===== src/rtl/j17_pkg.sv =====
`default_nettype none
// +-----------------------------------------------------------------------------
// | j17_pkg
// | Shared opcodes, FSM state encoding and control-bundle type for the J17 controller.
// | Rev 1.0
// +-----------------------------------------------------------------------------
package j17_pkg;

  localparam logic [5:0] OP_NOP     = 6'h00;
  localparam logic [5:0] OP_ALU_LO  = 6'h01;
  localparam logic [5:0] OP_ALU_HI  = 6'h0B;
  localparam logic [5:0] OP_IMM_LO  = 6'h11;
  localparam logic [5:0] OP_IMM_HI  = 6'h1B;
  localparam logic [5:0] OP_LOAD    = 6'h20;
  localparam logic [5:0] OP_STORE   = 6'h21;
  localparam logic [5:0] OP_BR_BASE = 6'h28;
  localparam logic [5:0] OP_HALT    = 6'h3F;

  localparam logic [4:0] C_IMM_OFS  = 5'h10;

  localparam logic [1:0] RAMEN_IDLE  = 2'b00;
  localparam logic [1:0] RAMEN_LOAD  = 2'b01;
  localparam logic [1:0] RAMEN_STORE = 2'b10;

  localparam logic [1:0] WC_ALU  = 2'd0;
  localparam logic [1:0] WC_NUM2 = 2'd1;

  typedef enum logic [2:0] {
    ST_FETCH  = 3'd0,
    ST_WAIT   = 3'd1,
    ST_DECODE = 3'd2,
    ST_EXEC   = 3'd3,
    ST_MEM    = 3'd4,
    ST_WB     = 3'd5,
    ST_HALT   = 3'd6
  } state_t;

  typedef struct packed {
    logic [4:0]  alucode;
    logic [4:0]  op1;
    logic [19:0] op2;
    logic        imm;
    logic [2:0]  pcctl;
    logic [1:0]  wc;
    logic [1:0]  ramen;
    logic        regwr;
    logic        is_mem;
    logic        is_halt;
    logic        legal;
  } ctrl_t;

  function automatic logic op_in(input logic [5:0] op, input logic [5:0] lo,
                                 input logic [5:0] hi);
    return (op >= lo) && (op <= hi);
  endfunction

endpackage : j17_pkg
`default_nettype wire


===== src/rtl/j17_decoder.sv =====
`default_nettype none
// +-----------------------------------------------------------------------------
// | j17_decoder
// | Combinational instruction decode into the DATAPATH control bundle plus legal flag.
// | Rev 1.0
// +-----------------------------------------------------------------------------
module j17_decoder
  import j17_pkg::*;
(
  input  logic [31:0] i_instr,
  output ctrl_t       o_ctrl
);

  logic [5:0] w_op;
  logic       w_unused_bit20;

  assign w_op           = i_instr[31:26];
  assign w_unused_bit20 = i_instr[20];

  always_comb begin
    o_ctrl         = '0;
    o_ctrl.op1     = i_instr[25:21];
    o_ctrl.op2     = i_instr[19:0];
    o_ctrl.wc      = WC_ALU;
    o_ctrl.ramen   = RAMEN_IDLE;
    o_ctrl.legal   = 1'b1;

    if (w_op == OP_NOP) begin
      o_ctrl.pcctl = 3'd0;
    end else if (op_in(w_op, OP_ALU_LO, OP_ALU_HI)) begin
      o_ctrl.alucode = w_op[4:0];
      o_ctrl.regwr   = 1'b1;
    end else if (op_in(w_op, OP_IMM_LO, OP_IMM_HI)) begin
      // Immediate forms reuse the reg-reg ALU codes, offset by 0x10.
      o_ctrl.alucode = w_op[4:0] - C_IMM_OFS;
      o_ctrl.imm     = 1'b1;
      o_ctrl.regwr   = 1'b1;
    end else if (w_op == OP_LOAD) begin
      o_ctrl.imm     = 1'b1;
      o_ctrl.ramen   = RAMEN_LOAD;
      o_ctrl.wc      = WC_NUM2;
      o_ctrl.regwr   = 1'b1;
      o_ctrl.is_mem  = 1'b1;
    end else if (w_op == OP_STORE) begin
      o_ctrl.imm     = 1'b1;
      o_ctrl.ramen   = RAMEN_STORE;
      o_ctrl.is_mem  = 1'b1;
    end else if (w_op[5:3] == OP_BR_BASE[5:3]) begin
      o_ctrl.pcctl   = w_op[2:0];
    end else if (w_op == OP_HALT) begin
      o_ctrl.is_halt = 1'b1;
    end else begin
      o_ctrl.legal   = 1'b0;
    end
  end

endmodule : j17_decoder
`default_nettype wire


===== src/rtl/j17_control_unit.sv =====
`default_nettype none
// +-----------------------------------------------------------------------------
// | j17_control_unit
// | Fetch/decode/sequence FSM driving the J17 DATAPATH control bus and PC advance.
// | Rev 1.0
// +-----------------------------------------------------------------------------
module j17_control_unit
  import j17_pkg::*;
#(
  parameter int ADDR_W  = 10,
  parameter int TIMEOUT = 255
) (
  input  logic              clock,
  input  logic              resetn,
  input  logic [31:0]       PC,
  output logic              imem_req,
  output logic [ADDR_W-1:0] imem_addr,
  input  logic              imem_ack,
  input  logic [31:0]       imem_rdata,
  output logic [4:0]        alucode,
  output logic [4:0]        op1,
  output logic [19:0]       op2,
  output logic              imControl,
  output logic              regenable,
  output logic [1:0]        ramenable,
  output logic [2:0]        pcControl,
  output logic [1:0]        writecode,
  output logic              pc_en,
  output logic              halted,
  output logic              illegal,
  output logic              fetch_err
);

  localparam logic [7:0] C_TIMEOUT_M1 = 8'(TIMEOUT - 1);

  state_t            r_state;
  logic [31:0]       r_instr;
  logic [7:0]        r_cnt;
  logic              r_req;
  logic [ADDR_W-1:0] r_addr;
  logic [4:0]        r_alucode;
  logic [4:0]        r_op1;
  logic [19:0]       r_op2;
  logic              r_imc;
  logic              r_regen;
  logic [1:0]        r_ramen;
  logic [2:0]        r_pcctl;
  logic [1:0]        r_wc;
  logic              r_pcen;
  logic              r_halted;
  logic              r_illegal;
  logic              r_ferr;

  ctrl_t             w_ctrl;
  logic              w_unused_pc;

  assign w_unused_pc = ^PC[31:ADDR_W];

  j17_decoder u_decoder (
    .i_instr (r_instr),
    .o_ctrl  (w_ctrl)
  );

  // All outputs are registered: each is loaded on the edge entering the state that shows it.
  always_ff @(posedge clock or negedge resetn) begin
    if (!resetn) begin
      r_state   <= ST_FETCH;
      r_instr   <= '0;
      r_cnt     <= '0;
      r_req     <= 1'b0;
      r_addr    <= '0;
      r_alucode <= '0;
      r_op1     <= '0;
      r_op2     <= '0;
      r_imc     <= 1'b0;
      r_regen   <= 1'b0;
      r_ramen   <= RAMEN_IDLE;
      r_pcctl   <= '0;
      r_wc      <= WC_ALU;
      r_pcen    <= 1'b0;
      r_halted  <= 1'b0;
      r_illegal <= 1'b0;
      r_ferr    <= 1'b0;
    end else begin
      r_regen   <= 1'b0;
      r_pcen    <= 1'b0;
      r_illegal <= 1'b0;
      case (r_state)
        ST_FETCH: begin
          r_req   <= 1'b1;
          r_addr  <= PC[ADDR_W-1:0];
          r_cnt   <= '0;
          r_state <= ST_WAIT;
        end
        ST_WAIT: begin
          // ack wins over an expiring counter in the same cycle
          if (imem_ack) begin
            r_instr <= imem_rdata;
            r_req   <= 1'b0;
            r_cnt   <= '0;
            r_state <= ST_DECODE;
          end else if (r_cnt == C_TIMEOUT_M1) begin
            r_ferr   <= 1'b1;
            r_req    <= 1'b0;
            r_halted <= 1'b1;
            r_state  <= ST_HALT;
          end else begin
            r_cnt <= r_cnt + 8'd1;
          end
        end
        ST_DECODE: begin
          r_alucode <= w_ctrl.alucode;
          r_op1     <= w_ctrl.op1;
          r_op2     <= w_ctrl.op2;
          r_imc     <= w_ctrl.imm;
          r_pcctl   <= w_ctrl.pcctl;
          r_wc      <= w_ctrl.wc;
          r_ramen   <= w_ctrl.ramen;
          if (w_ctrl.is_halt) begin
            r_halted <= 1'b1;
            r_state  <= ST_HALT;
          end else if (w_ctrl.is_mem) begin
            r_state  <= ST_EXEC;
          end else begin
            r_regen   <= w_ctrl.regwr;
            r_pcen    <= 1'b1;
            r_illegal <= ~w_ctrl.legal;
            r_state   <= ST_EXEC;
          end
        end
        ST_EXEC: begin
          r_state <= w_ctrl.is_mem ? ST_MEM : ST_FETCH;
        end
        ST_MEM: begin
          r_regen <= w_ctrl.regwr;
          r_pcen  <= 1'b1;
          r_state <= ST_WB;
        end
        ST_WB: begin
          r_ramen <= RAMEN_IDLE;
          r_state <= ST_FETCH;
        end
        ST_HALT: begin
          r_state <= ST_HALT;
        end
        default: begin
          r_state <= ST_FETCH;
        end
      endcase
    end
  end

  assign imem_req  = r_req;
  assign imem_addr = r_addr;
  assign alucode   = r_alucode;
  assign op1       = r_op1;
  assign op2       = r_op2;
  assign imControl = r_imc;
  assign regenable = r_regen;
  assign ramenable = r_ramen;
  assign pcControl = r_pcctl;
  assign writecode = r_wc;
  assign pc_en     = r_pcen;
  assign halted    = r_halted;
  assign illegal   = r_illegal;
  assign fetch_err = r_ferr;

endmodule : j17_control_unit
`default_nettype wire


===== config.mk =====
export PLATFORM = sky130hd
export DESIGN_NAME = j17_control_unit
export DESIGN_NICKNAME = d
export VERILOG_FILES = /design/src/rtl/j17_pkg.sv /design/src/rtl/j17_decoder.sv /design/src/rtl/j17_control_unit.sv
export SDC_FILE = /design/constraint.sdc
export NUM_CORES = 1
export LEC_CHECK = 0
export BUFFER_PORTS_ARGS = -buffer_cell sky130_fd_sc_hd__buf_2
export CORE_UTILIZATION = 45
export CTS_CLUSTER_SIZE = 8
export DETAILED_ROUTE_END_ITERATION = 16
export GPL_ROUTABILITY_DRIVEN = 0
export PLACE_DENSITY = 0.75
export RECOVER_POWER = 25
export SLEW_MARGIN = 20
export SYNTH_ARGS = -nofsm -noshare
export SYNTH_HDL_FRONTEND = slang
export SYNTH_SLANG_ARGS = --single-unit

===== constraint.sdc =====
create_clock -name clock -period 4.68 [get_ports clock]
set_clock_uncertainty 0.15 [all_clocks]
set_input_delay 0.702 -clock clock [delete_from_list [all_inputs] [get_ports clock]]
set_output_delay 0.702 -clock clock [all_outputs]
set_load 0.02 [all_outputs]

## After elaboration in Yosys (flattened, before gate mapping)

Index checks and enable logic that the tools add are counted.

- $lt $le $gt $ge: 4
- Equal/unequal tests: 16
- Bitwise gates (word level): 2
- Reductions and logical operators: 12
- $add $sub $neg: 2
- Multiplexer cells: 51

Operators by type and width:

| cell | count |
|---|---|
| $mux 8 | 4 |
| $mux 3 | 10 |
| $mux 1 | 21 |
| $eq 6x6->1 const B | 3 |
| $pmux 3 s6 | 1 |
| $pmux 8 s2 | 1 |
| $mux 5 | 3 |
| $eq 3x3->1 const B | 4 |
| $mux 2 | 5 |
| $add 8x1->8 const B | 1 |
| $eq 8x8->1 const B | 1 |
| $pmux 1 s2 | 4 |
| $mux 7 | 1 |
| $eq 3x2->1 const B | 2 |
| $ge 6x1->1 const B | 1 |
| $ge 6x5->1 const B | 1 |
| $le 6x4->1 const B | 1 |
| $le 6x5->1 const B | 1 |
| $logic_not 6->1 | 1 |
| $ne 3x3->1 const B | 2 |
| $reduce_and 2->1 | 3 |
| $reduce_bool 2->1 | 3 |
| $sub 5x5->5 const B | 1 |
| $ne 2x2->1 const B | 2 |
| other kinds (8) | 10 |

- Output and inout bits: 54
- Input port bits: 67
- Register bits: 97

## Longest topological paths before layout

Gate-level depths: netlist of the first run.

- Word-level depth: 12
- Depth in mapped cells: 7

## Modules after synthesis

A second synthesis of the first run with hierarchy kept.

- Cells, all modules: 405
- Area, all modules: 4,347.9 sq um

By module, submodules not included:

| module | instances | cells an instance | area an instance (sq um) |
|---|---|---|---|
| j17_control_unit | 1 | 345 | 3,927.5 |
| j17_decoder | 1 | 60 | 420.4 |

## Least setup slack after synthesis of the first run

Ideal clock, no wire load.

- Path type: flip-flop to flip-flop
- From: register r_state[2]
- To: register r_instr[10]
- Data arrival time: 1.512 ns
- Cell stages (with the launch flop): 7
- Slack: 2.891 ns
- Clock period less this slack: 1.789 ns
- Setup time: 0.127 ns
- Path through: dfrtp_1 buf_6 nor3b_4 and2_1 buf_4 buf_6 mux2_1

- Cells in the longest elaborated chain, start to end: 2

Ends and longest elaborated chain:

| item | line | text |
|---|---|---|
| start, declared | j17_control_unit.sv:36 | `state_t r_state;` |
| start signal, assigned | j17_control_unit.sv:132 | `r_state <= w_ctrl.is_mem ? ST_MEM : ST_FETCH;` |
| $eq 3x1->1 | j17_control_unit.sv:88 | `case (r_state)` |
| $reduce_and 2->1 (no source line) | n/a |  |
| end signal, assigned | j17_control_unit.sv:98 | `r_instr <= imem_rdata;` |
| end, declared | j17_control_unit.sv:37 | `logic [31:0] r_instr;` |

Every way passes these cells.
A chain may end at the register's enable or synchronous reset.

## Worst setup path after layout of the first run

- From: register r_state[2]
- To: register r_instr[23]

The elaborated chain is that of the path after synthesis.

==> impl_metrics.env, run 1 <==
export IMPL_outcome="finished, violations left"
export IMPL_violations="capacitance limit, slew limit"
export IMPL_grt_pass1_wl_mm=13.31
export IMPL_post_cts_setup_buffer_count=0
export IMPL_layout_drive_gt1_share=0.3038
export IMPL_clkTransAtPathRegs_ns=0.09
export IMPL_routed_via_density=5.072
export IMPL_wl_per_cell_um=14.34
export IMPL_postPlaceCellArea_um2=4488
export IMPL_crit_fanout=20
export IMPL_setup_viol=0
export IMPL_ctsRootBufferMaster="clkbuf_8"
export IMPL_drtIter0Drc=117
export IMPL_yosysSeqAreaShare=0.5988
export IMPL_vias=2820
export IMPL_io_pins=121
export IMPL_p_per_area_nw_per_um2=679.1
export IMPL_wl_mm=7.971
export IMPL_grt_use_total=0.1920
export IMPL_combPwrFrac=0.372
export IMPL_r2r_cells=4
export IMPL_holdCritPathClass="reg -> reg"
export IMPL_cts_sinks=95
export IMPL_core_area_um2=8382
export IMPL_die_w_um=95.93
export IMPL_antenna_found_initial=0
export IMPL_die_area_um2=9202
export IMPL_final_hold_viol_count=0
export IMPL_htreeDepth=3
export IMPL_worst_pin_slew_ns=1.792
export IMPL_syn_inst=354
export IMPL_worst_ep_required_time_ns=4.76
export IMPL_end_kind="flip-flop"
export IMPL_cts_hold_buf=0
export IMPL_holdPathEnd="op2[4]"
export IMPL_top_usage_layer="met2"
export IMPL_rsz0062_at_grt="false"
export IMPL_drv_cap=1
export IMPL_die_height_um=95.93
export IMPL_p_leak_nw=2.408
export IMPL_grt_pass1_vias=2895
export IMPL_ff2ff_setup_slack_ns=2.09
export IMPL_synth_edff_count=0
export IMPL_grt_max_degree=75
export IMPL_initial_utilization=0.4737
export IMPL_antenna_cells=0
export IMPL_clockBufferDepth=2
export IMPL_gr_usage_met1=0.2422
export IMPL_syn_nets=423
export IMPL_cts_tree="yes"
export IMPL_period_minus_slack_ns=2.594
export IMPL_dr_pass1_iters=4
export IMPL_yosys_warnings=0
export IMPL_tns_ns=0
export IMPL_min_period_over_period=0.5543
export IMPL_syn_to_final_growth_pct=18.85
export IMPL_ys_flop_type="dfrtp_1"
export IMPL_use_met3=0.02449
export IMPL_final_area_um2=4718
export IMPL_cts_buffers=9
export IMPL_r2r_start="r_state[2]"
export IMPL_dp_hpwl_mm=5.664
export IMPL_drc_errors=0
export IMPL_path_class="reg -> reg"
export IMPL_synth_seq_cells=95
export IMPL_syn_area_per_cell_um2=11.21
export IMPL_p_clk_frac=0.190
export IMPL_cp_arrival_ns=2.67
export IMPL_p_seq_frac=0.438
export IMPL_postRouteAntennaNets=0
export IMPL_hold_depth=2
export IMPL_startpoint_type="flip-flop"
export IMPL_internal_power_mw=1.975
export IMPL_fmax_mhz=385.5
export IMPL_syn_area_um2=3970
export IMPL_ys_types=51
export IMPL_ys_async_sr_fraction=1.000
export IMPL_swShare=0.3838
export IMPL_ir_drop_uv=294.8
export IMPL_hp_start="r_instr[4]"
export IMPL_fp_row_count=33
export IMPL_switching_power_mw=1.230
export IMPL_r2r_end="r_instr[23]"
export IMPL_fin_nets=515
export IMPL_slew_viol_final=75
export IMPL_port_buffers=96
export IMPL_slew_headroom=-0.1946
export IMPL_met2_usage=0.3286
export IMPL_grt_overflow_total=0
export IMPL_clock_latency_ns=0.35
export IMPL_post_cts_resized=0
==> cell usage after synthesis (3+ instances only) <==
library cell | instances | area, um2
and2b_1 | 3 | 22.52
mux2_1 | 26 | 292.8
nand2_1 | 94 | 352.8
dfrtp_1 | 95 | 2377
o21ai_0 | 8 | 40.04
a21oi_1 | 5 | 25.02
or2_2 | 4 | 25.02
nand2b_1 | 5 | 31.28
mux2_2 | 13 | 146.4
o41ai_1 | 3 | 26.28
nor3_1 | 6 | 30.03
nand3_1 | 5 | 25.02
clkbuf_1 | 3 | 11.26
inv_1 | 5 | 18.77
buf_6 | 4 | 45.04
buf_4 | 3 | 22.52
nor2_1 | 18 | 67.56
buf_2 | 7 | 35.03
a22o_1 | 5 | 43.79
==> how the worst max path moves through the flow <==
stage | startpoint | end | slack, ns | depth (start not counted)
2_1_floorplan | r_state[2] | r_instr[10] | 2.89 | 6
3_3_place_gp | r_state[2] | r_instr[30] | 2.12 | 4
3_5_place_dp | r_state[2] | r_instr[23] | 2.08 | 4
4_1_cts | r_state[2] | r_instr[23] | 2.06 | 4
5_1_grt | r_state[0] | r_instr[26] | 1.92 | 4
6_report | r_state[2] | r_instr[23] | 2.09 | 4
==> cell usage in the layout, fill, tap and decap left out, types with 4 or more instances in the layout <==
| master | instances |
|---|---|
| a22o_1 | 5 |
| inv_1 | 5 |
| nand2b_1 | 5 |
| nand3_1 | 5 |
| o21ai_0 | 8 |
| nor2_1 | 18 |
| nor3_1 | 6 |
| mux2_1 | 26 |
| clkbuf_8 | 11 |
| or2_2 | 4 |
| nand2_1 | 94 |
| dfrtp_1 | 95 |
| buf_2 | 95 |
| mux2_2 | 13 |
| a21oi_1 | 5 |
==> state kept, by name (all words and copies together) (netlist names), 3 cells and up <==
name       cells
alucode        5
imem_addr     10
op1            5
op2           20
pcControl      3
r_cnt          8
r_instr       31
r_state        3
==> layout make-up <==
type,instances,area (um2)
Inverter,5,18.77
Clock inverter,4,77.57
Multi-Input combinational cell,236,1455
Sequential cell,95,2377
Clock buffer,12,155.1
Fill cell,745,3664
Timing Repair Buffer,99,503.0
Tap cell,105,131.4
==> worst max-delay path, cell delays in order, from the launching register on <==
cell and delay, ns:
dfrtp_1 0.54, nor3b_4 0.40, and2_1 0.63, buf_4 0.39
mux2_1 0.36
==> power groups by stage <==
stage / logic [mW] / clock network (mW) / registers (mW)
floorplan: 0.660 / 0 / 1.60
detailed placement: 1.21 / 0 / 1.42
global placement: 1.17 / 0 / 1.40
CTS: 1.21 / 0.622 / 1.41
finish: 1.19 / 0.608 / 1.40
global route: 1.32 / 0.659 / 1.46
==> cell families after synthesis <==
group | after synthesis | share of synthesized area
other | 1 | 0.0009446
xor gates and xnor gates | 3 | 0.006620
AOI/OAI and AO/OA | 38 | 0.06650
muxes | 40 | 0.1131
and+or+nand+nor | 152 | 0.1730
DFF | 95 | 0.5988
buffers and inverters | 23 | 0.03466
adders and majority gates | 2 | 0.006302
==> metrics by stage <==
stage	hold WS, ns	setup slack [ns]	util	instances	power [mW]
final	0.3155	2.086	0.5629	556	3.204
after global routing	0.3478	1.918	0.5629	556	3.431
after CTS	0.3174	2.062	0.5632	556	3.240
after detailed placement	0.2962	2.076	0.5355	540	2.629
after global placement	0.2877	2.116	0.5355	540	2.564
after floorplan	0.2564	2.891	-	354	2.255
==> metal layers <==
layer  up-vias  wire [um]
met3        14        237
met4         0        174
met2        58       4058
met5         -          0
met1      1382       3500
li1       1366          -
Power figures use the tool's default switching activity.
==> inputs of run 2 (changes only) <==
Clock period 4.68 ns to 2.4 ns, I/O delays scaled along.
==> impl_metrics.env, run 2 (same netlist as run 1, synthesis figures left out) <==
export IMPL_tns_ns=0
export IMPL_ir_drop_uv=555.9
export IMPL_grt_overflow_total=0
export IMPL_grt_pass1_wl_mm=13.26
export IMPL_hp_start="imem_rdata[29]"
export IMPL_io_pins=121
export IMPL_post_cts_setup_buffer_count=0
export IMPL_path_class="reg -> reg"
export IMPL_wl_mm=7.776
export IMPL_syn_to_final_growth_pct=20.01
export IMPL_r2r_end="r_cnt[3]"
export IMPL_combPwrFrac=0.384
export IMPL_grt_pass1_vias=2866
export IMPL_place_ws_ns=0.4934
export IMPL_r2r_start="r_state[2]"
export IMPL_final_common_cell="dfrtp_1"
export IMPL_period_minus_slack_ns=1.940
export IMPL_crit_fanout=11
export IMPL_clock_latency_ns=0.35
export IMPL_cts_hold_buf=1
export IMPL_switching_power_mw=2.404
export IMPL_grt_max_degree=58
export IMPL_r2r_cells=4
export IMPL_antenna_cells=0
export IMPL_worst_ep_required_time_ns=2.52
export IMPL_min_period_over_period=0.8082
export IMPL_worst_pin_slew_ns=1.399
export IMPL_postPlaceCellArea_um2=4556
export IMPL_startpoint_type="flip-flop"
export IMPL_fin_nets=520
export IMPL_worst_slack_ns=0.4603
export IMPL_largest_register="r_instr"
export IMPL_setup_viol=0
export IMPL_final_hold_viol_count=0
export IMPL_slew_headroom=0.06706
export IMPL_initial_utilization=0.4737
export IMPL_cp_cell_sequence="or2_0 > nor2_2 > or4_1 > o21ai_1"
export IMPL_holdCritPathClass="in -> reg"
export IMPL_swShare=0.3888
export IMPL_mostFrequentLayoutCells="dfrtp_1 (95), nand2_1 (94), buf_2 (90)"
export IMPL_fmax_mhz=515.5
export IMPL_drv_cap=0
export IMPL_routed_via_density=5.084
export IMPL_end_kind="flip-flop"
export IMPL_core_area_um2=8382
export IMPL_ff2ff_setup_slack_ns=0.46
export IMPL_holdPathEnd="r_instr[29]"
export IMPL_drc_errors=0
export IMPL_p_seq_frac=0.442
export IMPL_outcome="finished, final reports clean"
export IMPL_layout_drive_gt1_share=0.2982
export IMPL_p_leak_nw=2.414
export IMPL_wl_per_cell_um=13.86
export IMPL_die_height_um=95.93
export IMPL_vias=2852
export IMPL_clockBufferDepth=2
export IMPL_ctsRootBufferMaster="clkbuf_8"
export IMPL_port_buffers=96
export IMPL_die_area_um2=9202
export IMPL_antenna_found_initial=0
export IMPL_drtIter0Drc=149
export IMPL_critical_path_max_stage_delay_ns=0.61
export IMPL_final_area_um2=4765
export IMPL_grt_use_total=0.1873
export IMPL_cts_buffers=9
export IMPL_htreeDepth=3
export IMPL_p_clk_frac=0.174
export IMPL_p_total_mw=6.183
export IMPL_die_w_um=95.93
export IMPL_dr_pass1_iters=5
export IMPL_slowest_stage="dfrtp_1"
export IMPL_cp_arrival_ns=2.06
export IMPL_cts_tree="yes"
export IMPL_dp_hpwl_mm=5.556
export IMPL_rsz0062_at_grt="false"
export IMPL_p_per_area_nw_per_um2=1298
export IMPL_internal_power_mw=3.779
export IMPL_hold_depth=3
export IMPL_fp_row_count=33
export IMPL_clkTransAtPathRegs_ns=0.10
export IMPL_postRouteAntennaNets=0
export IMPL_largest_register_ffs=31
export IMPL_cts_sinks=95
export IMPL_post_cts_resized=0
export IMPL_slew_viol_final=0
[run 2: cell types whose count changed in the layout (fill, tap and decap cells not counted), sizes merged]
cell	previous run	this run
dlygate4sd3	0	1
clkinvlp	0	1
clkbuf	13	17
buf	98	97
bufinv	2	1
inv	5	6
[run 2: layout make-up]
class / instances / area [um2]
clock inverters: 5 / 66.31
clock buffers: 11 / 141.4
flip-flops and latches: 95 / 2377
inverters: 5 / 18.77
well taps: 105 / 131.4
fillers: 763 / 3617
repair buffers: 104 / 574.3
multi-input cells: 236 / 1455
[run 2: worst max-delay path: cells and delay by family, from the launching register on]
kind,cells,cell delay (ns)
AOI/OAI and AO/OA,1,0.10
DFF,1,0.61
and+or+nand+nor,3,1.01
[run 2: metal layers]
| metal | vias to the layer above | share of wire | global-route usage |
|---|---|---|---|
| met5 | - | 0 | 0 |
| li1 | 1381 | - | - |
| met1 | 1392 | 0.45 | 0.2416 |
| met2 | 65 | 0.49 | 0.3149 |
| met3 | 14 | 0.038 | 0.02923 |
| met4 | 0 | 0.019 | 0.07836 |
[run 2: worst max-delay path by stage]
| stage | start | cells after the start | slack [ns] | end |
|---|---|---|---|---|
| global route | resetn | 2 | 0.20 | imem_addr[6] |
| detailed placement | r_state[2] | 4 | 0.49 | imem_addr[2] |
| finish | r_state[2] | 4 | 0.46 | r_cnt[3] |
| global placement | r_state[2] | 4 | 0.53 | r_cnt[3] |
| CTS | r_state[2] | 4 | 0.47 | imem_addr[0] |
| floorplan | r_state[2] | 6 | 0.61 | r_instr[10] |
[run 2: metrics by stage]
step                      hold slack, ns  utilization  std cells
final                            0.05508       0.5684        561
after floorplan                 -0.08559            -        354
after global placement            0.2875       0.5435        544
after CTS                        0.04763       0.5695        561
after detailed placement          0.2984       0.5435        544
after global routing             0.05467       0.5684        561
[run 2: power by group through the flow]
stage	Clock (mW)	Combinational [mW]	Sequential, mW
after floorplan	0	1.29	3.11
after detailed placement	0	2.42	2.76
after global routing	1.17	2.64	2.84
after CTS	1.10	2.42	2.74
after global placement	0	2.35	2.72
final	1.07	2.37	2.74
==> inputs of run 3 (changes only) <==
Clock period 2.4 ns to 1.9 ns, I/O delays scaled along.
==> impl_metrics.env, run 3 (same netlist as run 1, synthesis figures left out) <==
export IMPL_cp_arrival_ns=1.89
export IMPL_p_leak_nw=2.581
export IMPL_path_delay_family="simple AND/OR/NAND/NOR gates"
export IMPL_fp_row_count=33
export IMPL_final_hold_viol_count=0
export IMPL_clkTransAtPathRegs_ns=0.10
export IMPL_hp_start="imem_rdata[16]"
export IMPL_end_kind="flip-flop"
export IMPL_num_fill_cells=679
export IMPL_p_seq_frac=0.432
export IMPL_ctsRootBufferMaster="clkbuf_8"
export IMPL_wl_met2_mm=4.493
export IMPL_wl_per_cell_um=14.50
export IMPL_grt_overflow_total=0
export IMPL_dr_pass1_iters=5
export IMPL_cts_tree="yes"
export IMPL_post_cts_setup_buffer_count=0
export IMPL_highest_layer="met4"
export IMPL_cts_buffers=9
export IMPL_slew_headroom=0.3665
export IMPL_cp_cell_sequence="nor3b_4 > and2_1 > buf_12 > mux2_1"
export IMPL_vias=3020
export IMPL_path_buf_inv=1
export IMPL_swShare=0.3984
export IMPL_min_period_over_period=0.9450
export IMPL_holdPathEnd="r_instr[16]"
export IMPL_ir_drop_uv=824.8
export IMPL_antenna_found_initial=0
export IMPL_critical_path_max_stage_delay_ns=0.47
export IMPL_hold_depth=2
export IMPL_mostFrequentLayoutCells="dfrtp_1 (95), buf_2 (95), nand2_1 (94)"
export IMPL_initial_utilization=0.4737
export IMPL_grt_pass1_wl_mm=14.19
export IMPL_p_per_area_nw_per_um2=1542
export IMPL_largest_register="r_instr"
export IMPL_route_met3_wl_um=298
export IMPL_htreeDepth=3
export IMPL_postRouteAntennaNets=0
export IMPL_die_w_um=95.93
export IMPL_grt_max_degree=43
export IMPL_tns_ns=0
export IMPL_die_area_um2=9202
export IMPL_rsz0062_at_grt="false"
export IMPL_setup_viol=0
export IMPL_worst_pin_slew_ns=0.9503
export IMPL_core_area_um2=8382
export IMPL_clockBufferDepth=2
export IMPL_grt_pass1_vias=3048
export IMPL_io_pins=121
export IMPL_r2r_start="r_state[2]"
export IMPL_fin_util=0.6122
export IMPL_grt_use_total=0.2029
export IMPL_drv_cap=0
export IMPL_dp_cells=552
export IMPL_worst_ep_required_time_ns=1.99
export IMPL_fin_nets=558
export IMPL_holdCritPathClass="in -> reg"
export IMPL_antenna_cells=0
export IMPL_combPwrFrac=0.415
export IMPL_crit_fanout=20
export IMPL_internal_power_mw=4.759
export IMPL_layout_cells_non_filler=599
export IMPL_switching_power_mw=3.152
export IMPL_seq_area_um2=2377
export IMPL_syn_to_final_growth_pct=29.25
export IMPL_r2r_cells=4
export IMPL_outcome="finished, final reports clean"
export IMPL_layout_drive_gt1_share=0.3057
export IMPL_ff2ff_setup_slack_ns=0.10
export IMPL_drtIter0Drc=166
export IMPL_dp_hpwl_mm=5.869
export IMPL_slew_viol_final=0
export IMPL_port_buffers=96
export IMPL_met1_length_mm=3.711
export IMPL_period_minus_slack_ns=1.796
export IMPL_r2r_end="r_instr[2]"
export IMPL_wl_mm=8.686
export IMPL_startpoint_type="flip-flop"
export IMPL_path_class="reg -> reg"
export IMPL_slowest_stage="dfrtp_1"
export IMPL_fmax_mhz=556.9
export IMPL_routed_via_density=5.042
export IMPL_cts_sinks=95
export IMPL_multi_input_area_um2=1465
export IMPL_largest_register_ffs=31
export IMPL_p_clk_frac=0.153
export IMPL_p_total_mw=7.910
export IMPL_drc_errors=0
export IMPL_clock_latency_ns=0.36
export IMPL_die_height_um=95.93
==> run 3: layout make-up <==
cell class                 count  share of cell area
clock inverter                 6            0.008778
inverter                       5            0.003658
sequential                    95              0.4633
tap                          105             0.02560
multi-input combinational    236              0.2855
timing repair buffer         142              0.1882
clock buffer                  10             0.02487
==> run 3: power by group through the flow <==
stage,sequential [mW],combinational (mW),clock (mW)
after floorplan,3.93,1.63,0
after global placement,3.39,3.15,0
after detailed placement,3.45,3.26,0
after CTS,3.41,3.31,1.24
after global routing,3.54,3.61,1.33
final,3.42,3.28,1.21
==> run 3: how the worst max path moves through the flow <==
| stage | endpoint | slack (ns) | start | depth (start not counted) |
|---|---|---|---|---|
| after floorplan | r_instr[10] | 0.11 | r_state[2] | 6 |
| after global placement | r_cnt[5] | 0.14 | r_cnt[0] | 6 |
| after detailed placement | r_cnt[5] | 0.09 | r_cnt[0] | 6 |
| after CTS | r_cnt[5] | 0.08 | r_cnt[0] | 6 |
| after global routing | r_instr[27] | 0.03 | r_state[1] | 4 |
| final | r_instr[2] | 0.10 | r_state[2] | 4 |
==> run 3: routing by layer <==
metal,vias up,GRT usage
met3,12,0.02686
li1,1450,-
met1,1475,0.2538
met2,83,0.3530
met4,0,0.08706
met5,-,0
==> run 3: timing repair <==
item	in CTS	in global routing
hold buffers	31	0
endpoints found under the hold margin	65	0
gates resized for setup	0	2
setup endpoints to repair	0	4
==> run 3: through the flow <==
| step | hold slack [ns] | instance area [um2] | setup slack, ns |
|---|---|---|---|
| 2_1_floorplan | -0.1606 | 3970 | 0.1107 |
| 3_3_place_gp | 0.1236 | 4641 | 0.1422 |
| 3_5_place_dp | 0.1293 | 4641 | 0.09002 |
| 4_1_cts | 0.0002643 | 5124 | 0.07837 |
| 5_1_grt | 0.002965 | 5131 | 0.02764 |
| 6_report | 0.008855 | 5131 | 0.1045 |
